$ cat src/rtl/mod4051_residue_accumulator.sv
// Modulo-MOD accumulator for chunk-LUT partial residues.
// Collects one operand's terms and presents the residue, count and length error.
module mod4051_residue_accumulator #(
    parameter int MOD       = 4051,
    parameter int NUM_TERMS = 84,
    parameter int CNT_W     = 7
) (
    input  logic             clk,
    input  logic             rst_n,
    input  logic             s_valid,
    output logic             s_ready,
    input  logic [11:0]      s_data,
    input  logic             s_last,
    output logic             m_valid,
    input  logic             m_ready,
    output logic [11:0]      m_data,
    output logic [CNT_W-1:0] m_count,
    output logic             m_err
);

    typedef enum logic {ACC, DONE} state_t;

    localparam logic [11:0]      MOD12 = 12'(MOD);
    localparam logic [12:0]      MOD13 = 13'(MOD);
    localparam logic [CNT_W-1:0] NTC   = CNT_W'(NUM_TERMS);

    state_t           state, state_n;
    logic [11:0]      acc, acc_d;
    logic [CNT_W-1:0] cnt, cnt_d;
    logic             m_valid_d;
    logic [11:0]      m_data_d;
    logic [CNT_W-1:0] m_count_d;
    logic             m_err_d;

    logic [11:0]      d;
    logic [12:0]      t;
    logic [12:0]      t_sub;
    logic [11:0]      acc_n;
    logic [CNT_W-1:0] cnt_n;
    logic             last_beat;

    assign s_ready = (state == ACC);

    always_comb begin
        d         = (s_data >= MOD12) ? (s_data - MOD12) : s_data;
        t         = {1'b0, acc} + {1'b0, d};
        t_sub     = t - MOD13;
        acc_n     = (t >= MOD13) ? t_sub[11:0] : t[11:0];
        cnt_n     = cnt + 1'b1;
        last_beat = s_last | (cnt_n == NTC);

        state_n   = state;
        acc_d     = acc;
        cnt_d     = cnt;
        m_valid_d = m_valid;
        m_data_d  = m_data;
        m_count_d = m_count;
        m_err_d   = m_err;

        unique case (state)
            ACC: begin
                if (s_valid) begin
                    if (last_beat) begin
                        m_data_d  = acc_n;
                        m_count_d = cnt_n;
                        m_err_d   = (cnt_n != NTC) | ~s_last;
                        m_valid_d = 1'b1;
                        acc_d     = '0;
                        cnt_d     = '0;
                        state_n   = DONE;
                    end else begin
                        acc_d = acc_n;
                        cnt_d = cnt_n;
                    end
                end
            end
            DONE: begin
                // Result holds until taken; input stays stalled meanwhile.
                if (m_ready) begin
                    m_valid_d = 1'b0;
                    state_n   = ACC;
                end
            end
            default: state_n = ACC;
        endcase
    end

    always_ff @(posedge clk or negedge rst_n) begin
        if (!rst_n) begin
            state   <= ACC;
            acc     <= '0;
            cnt     <= '0;
            m_valid <= 1'b0;
            m_data  <= '0;
            m_count <= '0;
            m_err   <= 1'b0;
        end else begin
            state   <= state_n;
            acc     <= acc_d;
            cnt     <= cnt_d;
            m_valid <= m_valid_d;
            m_data  <= m_data_d;
            m_count <= m_count_d;
            m_err   <= m_err_d;
        end
    end

endmodule

$ cat config.mk
export PLATFORM = sky130hd
export DESIGN_NAME = mod4051_residue_accumulator
export DESIGN_NICKNAME = d
export VERILOG_FILES = /design/src/rtl/mod4051_residue_accumulator.sv
export SDC_FILE = /design/constraint.sdc
export NUM_CORES = 1
export LEC_CHECK = 0
export ABC_AREA = 1
export CAP_MARGIN = 10
export CORE_ASPECT_RATIO = 0.6
export CORE_UTILIZATION = 45
export DETAILED_ROUTE_END_ITERATION = 16
export GPL_TIMING_DRIVEN = 0
export HOLD_SLACK_MARGIN = 0.06
export PLACE_DENSITY = 0.69
export SETUP_SLACK_MARGIN = 0.3
export SYNTH_ARGS = -nofsm -noshare
export SYNTH_HDL_FRONTEND = slang
export SYNTH_SLANG_ARGS = --single-unit
$ cat constraint.sdc
create_clock -name clk -period 2.3 [get_ports clk]
set_input_delay 0.46 -clock clk [delete_from_list [all_inputs] [get_ports clk]]
set_output_delay 0.46 -clock clk [all_outputs]
set_load 0.03 [all_outputs]
==> run_results.csv, run 1 <==
group,metric,value,unit
status,outcome,"finished with violations",
status,failed_checks,"negative setup slack",
sta,fin_skew,0.00244,ns
finish,antenna_cells,0,
synthesis,synth_edf_count,0,
synthesis,synth_cell_types,30,
die,die_w,108,µm
worst_hold_path,hp-class,"flip-flop to flip-flop",
critical_path,end_kind,"flip-flop",
global_routing,grt_pass1_vias,2839,
routing,vias_per_cell,5.21,
die,ioPinCount,39,
routing,dr.pass1.iters,5,
placed_design,finalWeightedCongestion,0.892,
critical_path,crit_type,"primary input to flip-flop",
critical_path,required,2.48,ns
sta,worst_pin_slew,0.530,ns
synthesis,synth_seq_area_share,33.6,%
finish,syn_to_final_growth,52.0,%
pwr,comb_power_share,71.5,%
finish,drive_above_1_share,33.2,%
pwr,power_density,1390,mW/mm²
die,core,0.00633,mm²
global_routing,antenna_found_initial,0,
global_routing,grt_pass1_wl,13700,µm
synthesis,synth_area,0.00306,mm²
critical_path,crit_arrival,3.51,ns
clocking,cts_root_buf,"clkbuf_16",
routing,drtIter0Drc,267,
synthesis,yosysWarnings,0,
placed_design,dp_slack,-2.00,ns
placed_design,hpwlAfterDp,6080,µm
pwr,total_power,6460,µW
clocking,tritoncts,"yes",
synthesis,netlist.area_leader.share,33.6,%
finish,final_cell_mix,"137 x nand2_1, 56 x inv_1, 41 x dfrtp_1",
sta,fmax,300,MHz
pwr,switching_share,48.7,%
routing,num_vias,3278,
global_routing,overflow,0,
pwr,pwr-share-clk,10.7,%
routing,wl_per_cell,14.8,µm
placed_design,placed_area,0.00367,mm²
global_routing,grt.total_usage,25.1,%
pwr,switchingPower,3150,µW
clocking,cts_buffers,5,
synthesis,synth_area_leaders,"dfrtp_1 34%, nand2_1 21%, inv_1 7.9%",
flow_run,maxCapViolCount,0,
clocking,clk_latency,0.29,ns
finish,layout.nets,577,
sta,setup_violations,24,
pwr,pwr-share-seq,17.8,%
sta,relSlewSlack,64.6,%
sta,worst_slack,-1.03,ns
synthesis,synth_nets,486,
synthesis,ys_ff_latch,41,
routing,route.detailed.drc,0,
clocking,cts_buffer_depth,2,
pwr,peakVddDrop,0.890,mV
finish,final_common_cell,"nand2_1",
die,rows,22,
clocking,cts_sinks,41,
die,die_area,0.00714,mm²
global_routing,grt_max_degree,38,
synthesis,synthArstFlopShare,100,%
sta,slew_viol_final,0,
synthesis,syn_avg_cell_area,6.75,µm²
finish,finalInstanceArea,0.00465,mm²
routing,drt.antenna.violating_nets,0,
die,die_h,65.9,µm
pwr,p_leak,0.00244,µW
critical_path,worst_setup_path_start_kind,"primary input",
placed_design,io_buffers,38,
sta,hold_violations,0,
finish,fin_util,73.4,%
clocking,htree_num_levels,2,
die,start_util,48.3,%
critical_path,crit_path_max_fanout,6,
synthesis,ys_dominant_reg_cell,"dfrtp_1",
synthesis,synthCells,453,
clocking,clk_pin_slew,0.06,ns
pwr,intPower,3320,µW
critical_path,worst-r2r-setup-slack,-0.18,ns
sta,rsz0062_at_grt,"yes",
synthesis,yosysTopAreaCell,"dfrtp_1",
sta,fin_tns_setup,-24.02,ns
routing,wl,9280,µm
sta,final_min_period_over_clock_period,145,%
sta,fin_crit,3.33,ns
==> cells in the mapped netlist (2+ instances only) <==
master and number:
nand2_1 170, inv_1 64, dfrtp_1 41, nand3_1 37, nor2_1 26, nand2_2 16, ha_1 15, xor2_1 10
o21ai_0 8, a21oi_1 7, o21ai_1 7, xnor2_1 7, nor3_1 6, buf_2 5, nand3b_1 5, inv_2 4
nand4_1 4, o22ai_1 4, nor2_2 3, nand2_4 2, nand3_2 2, or2_2 2
==> metrics by stage <==
step                      std cells  hold slack [ns]
after global placement          575            0.463
after CTS                       611            0.482
after floorplan                 453            0.164
after detailed placement        576            0.287
after global routing            629            0.516
final                           629            0.476
==> sequential cells by signal (all words and copies together) (netlist names) <==
name / count
cnt: 7
m_count: 7
m_data: 12
acc: 12
m_valid: 1
m_err: 1
state: 1
==> power by group through the flow <==
stage	sequential, µW	clock, µW	combinational, µW
finish	1150	691	4620
global route	1170	732	5010
CTS	1130	698	4170
detailed placement	1130	0	3330
global placement	1130	0	3240
floorplan	1350	0	2320
==> final cells by class <==
cell class	instances	area, µm²
multi-input cells	336	2230
fillers	499	1680
plain buffers	8	82.6
clock inverters	2	10.0
inverters	68	263
well taps	84	105
flip-flops and latches	41	1030
clock buffers	6	129
repair buffers	84	803
==> metal layers <==
layer  vias up  routed length (µm)  global-route usage (%)
met5         -                   0                       0
met4         0                  55                    3.21
met3         6                 627                    4.93
met2       121                4050                    36.6
met1      1559                4550                    38.7
li1       1592                   -                       -
==> cells by family (layout without fill, tap and decap cells) <==
kind of cell | after synthesis | count (layout) | share of synthesized area, %
adders and majority gates | 16 | 16 | 6.79
and+or+nand+nor | 274 | 274 | 39.2
AOI/OAI and AO/OA | 28 | 28 | 4.87
DFF | 41 | 41 | 33.6
buffers and inverters | 76 | 168 | 10.2
xor gates and xnor gates | 18 | 18 | 5.40
==> final timing paths <==
kind | start | endpoint | cells after the start
worst min-delay path | m_data[9] | m_data[9] | 2
min in group asynchronous | rst_n | acc[9] | 2
worst max-delay path | s_data[2] | m_data[10] | 25
max in group asynchronous | rst_n | m_data[2] | 3
worst min register to register | m_data[9] | m_data[9] | 2
worst max register to register | acc[0] | m_data[10] | 18
==> worst max-delay path: stages <==
cell and delay [ns]:
buf_8 0.09, or2_4 0.25, nor2_4 0.12, nor2_4 0.05, o21ai_4 0.26, buf_6 0.16
xnor2_4 0.12, ha_4 0.17, inv_2 0.03, fa_2 0.35, inv_2 0.09, nand2_2 0.07
nand2_4 0.08, nand3_2 0.08, nand3_1 0.09, nand2_2 0.06, buf_4 0.14, nor2_1 0.20
nand2_4 0.10, o21ai_1 0.14, nand2_1 0.08, nand2_1 0.10, nand2_2 0.07, nand2_1 0.08
nand2_1 0.05
==> repair_timing <==
| action | 4_1_cts | 5_1_grt |
|---|---|---|
| setup endpoints to repair | 33 | 40 |
| hold buffers | 1 | 0 |
| pin swaps | 30 | 21 |
| gates cloned | 1 | 2 |
| hold endpoints to repair | 4 | 0 |
| gates resized for setup | 98 | 64 |
| setup buffers | 25 | 16 |
Power figures use the tool's default switching activity.
==> run 2: changes to the inputs <==
--- a/config.mk
+++ b/config.mk
@@ -10,6 +10,7 @@
 export CORE_ASPECT_RATIO = 0.6
 export CORE_UTILIZATION = 45
 export DETAILED_ROUTE_END_ITERATION = 16
+export GPL_ROUTABILITY_DRIVEN = 1
 export GPL_TIMING_DRIVEN = 0
 export HOLD_SLACK_MARGIN = 0.06
 export PLACE_DENSITY = 0.69
==> results of run 2 <==
No change in the layout: final DEF, timing and power equal those of run 1.
==> run 3: changes to the inputs <==
--- a/config.mk
+++ b/config.mk
@@ -8,6 +8,7 @@
 export ABC_AREA = 1
 export CAP_MARGIN = 10
 export CORE_ASPECT_RATIO = 0.6
+export CORE_MARGIN = 5
 export CORE_UTILIZATION = 45
 export DETAILED_ROUTE_END_ITERATION = 16
 export GPL_ROUTABILITY_DRIVEN = 1
==> run 3 against run 2 <==
  * The run still ends with negative setup slack left
  * Global-route usage down 3.7 points
  * Register-to-register slack worse by 0.04 ns
  * Clock-buffer cell count down 1
  * Flip-flop and latch count unchanged
  * Non-clock buffer count down 4
  * Power up 1.5%
  * Utilization down 3.2 points
  * Worst hold slack better by 0.0083 ns
  * Critical endpoint is now m_data[5]
  * Largest power group unchanged
==> run_results.csv, run 3 (synthesis results as in run 1) <==
group,metric,value,unit
status,outcome,"finished with violations",
status,failed_checks,"negative setup slack",
finish,final_common_cell,"nand2_1",
clocking,htree_num_levels,2,
routing,vias_per_cell,5.09,
pwr,power_density,1410,mW/mm²
sta,slew_viol_final,0,
die,die_area,0.00860,mm²
finish,final_cell_mix,"125 x nand2_1, 56 x inv_1, 50 x nand2_2",
critical_path,cp_num_buf_inv,5,
pwr,peakVddDrop,0.820,mV
routing,wl,9300,µm
worst_hold_path,min_to,"m_data[8]",
sta,worst_pin_slew,0.522,ns
routing,drt.antenna.violating_nets,0,
worst_hold_path,hp-class,"flip-flop to flip-flop",
die,start_util,46.0,%
worst_hold_path,whs_path_depth,2,
finish,antenna_cells,0,
sta,rsz0062_at_grt,"yes",
routing,wl_per_cell,14.8,µm
critical_path,reg2reg_depth,20,
clocking,cts_root_buf,"clkbuf_16",
sta,fmax,302,MHz
die,ioPinCount,39,
finish,fillCellCount,531,
critical_path,crit_path_max_fanout,6,
routing,num_vias,3189,
critical_path,crit_top_cell,"nor2_4",
placed_design,post-place-cells,579,
sta,fin_crit,3.32,ns
global_routing,grtUsageMet1,32.0,%
clocking,cts_buffer_depth,2,
die,die_h,73.9,µm
die,rows,23,
critical_path,worstReg2RegEnd,"m_data[5]",
critical_path,worst_setup_path_start_kind,"primary input",
pwr,p_leak,0.00238,µW
sta,relSlewSlack,65.2,%
sta,fin_skew,0.00573,ns
placed_design,io_buffers,38,
global_routing,grt.busiest_layer,"met2",
sta,final_min_period_over_clock_period,144,%
critical_path,cpMaxStageDelayCell,"fa_2",
finish,syn_to_final_growth,52.5,%
clocking,clk_pin_slew,0.06,ns
flow_run,maxCapViolCount,0,
placed_design,finalWeightedCongestion,0.820,
clocking,clk_latency,0.28,ns
finish,drive_above_1_share,36.3,%
critical_path,cp_top_family,"simple AND/OR/NAND/NOR gates",
clocking,cts_sinks,41,
global_routing,grt.total_usage,21.4,%
die,core,0.00665,mm²
global_routing,met2_usage,32.5,%
finish,reg.largest.list,"acc (12), m_data (12)",
global_routing,overflow,0,
routing,route.detailed.drc,0,
finish,instances_no_fill,627,
critical_path,required,2.52,ns
global_routing,antenna_found_initial,0,
critical_path,end_kind,"flip-flop",
global_routing,grt_pass1_wl,14500,µm
routing,dr.pass1.iters,4,
finish,layout.nets,573,
die,die_w,116,µm
critical_path,timing.rr.start,"acc[0]",
global_routing,grt_max_degree,41,
critical_path,worst-r2r-setup-slack,-0.22,ns
clocking,tritoncts,"yes",
global_routing,grt_util_met3,4.20,%
sta,setup_violations,24,
global_routing,grt_pass1_vias,3045,
finish,fin_util,70.2,%
worst_hold_path,hp-start,"m_data[8]",
routing,drtIter0Drc,223,
clocking,cts_buffers,5,
critical_path,crit_arrival,3.54,ns
critical_path,crit_type,"primary input to flip-flop",
critical_path,critPathMaxStageDelay,0.34,ns
sta,worst_slack,-1.02,ns
sta,hold_violations,0,
placed_design,hpwlAfterDp,6390,µm
run 3: changes by cell type in the layout (fill, tap and decap cells not counted), moves of 3 or more:
cell     before  now
nand2_2      31   50
nand2_1     137  125
nand2_4      20   13
a21oi_1       4    1
a21oi_2       1    4
buf_12        3    6
buf_4        36   33
ha_1          9    6
run 3: worst max-delay path by stage:
stage	start	end	slack (ns)	cells past startpoint
after floorplan	s_data[3]	acc[5]	-0.88	24
after detailed placement	s_data[7]	acc[1]	-2.07	21
after CTS	s_data[2]	acc[8]	-0.91	26
final	s_data[2]	m_data[5]	-1.02	26
after global routing	s_data[8]	m_data[5]	-1.18	25
after global placement	s_data[6]	acc[1]	-2.00	21
run 3: layout make-up:
type | count | area [µm²] | share of cell area, %
clock buffer | 5 | 125 | 2.68
tap | 87 | 109 | 2.33
sequential | 41 | 1030 | 22.0
multi-input combinational | 336 | 2250 | 48.3
timing repair buffer | 80 | 764 | 16.4
clock inverter | 2 | 35.0 | 0.751
inverter | 68 | 263 | 5.63
buffer | 8 | 87.6 | 1.88
run 3: power breakdown:
part	switching [µW]	total [µW]	internal, µW
logic	2690	4620	1930
registers	194	1160	965
clock network	280	784	504
run 3: layer usage:
layer,routed length (µm),up-vias
li1,-,1576
met3,612,4
met4,49,0
met2,4130,88
met5,0,-
met1,4510,1521
run 3: per-stage QoR:
step / area [µm²] / hold slack, ns / setup slack [ns] / power, µW / setup TNS (ns)
finish: 4660 / 0.485 / -1.02 / 6560 / -23.39
global route: 4660 / 0.496 / -1.18 / 7030 / -27.29
CTS: 4190 / 0.485 / -0.913 / 5890 / -21.21
detailed placement: 3670 / 0.262 / -2.07 / 4500 / -47.65
global placement: 3650 / 0.465 / -2.00 / 4380 / -58.67
floorplan: 3170 / 0.164 / -0.881 / 3670 / -20.81
run 3: timing repair:
item / in CTS / in global routing
buffers inserted: 18 / 20
endpoints found under the setup margin: 33 / 39
resized for setup: 86 / 81
hold endpoints to repair: 1 / 0
gates cloned: 1 / 1
pin swaps: 14 / 39
hold buffers: 1 / 0
run 3: worst register-to-register path, stage by stage (launching register included):
cell      delay (ns)
dfrtp_1         0.35
ha_2            0.19
inv_2           0.04
fa_2            0.34
inv_2           0.09
nand2_2         0.06
nand2_4         0.08
nand3b_1        0.10
nand2_2         0.13
nand2_2         0.09
nor2_4          0.11
nor2_4          0.06
nor2_4          0.12
nand3_4         0.11
nand2_4         0.11
buf_12          0.11
buf_12          0.12
nand2_4         0.05
nand2_2         0.06
nand2_1         0.06
nand2_1         0.08
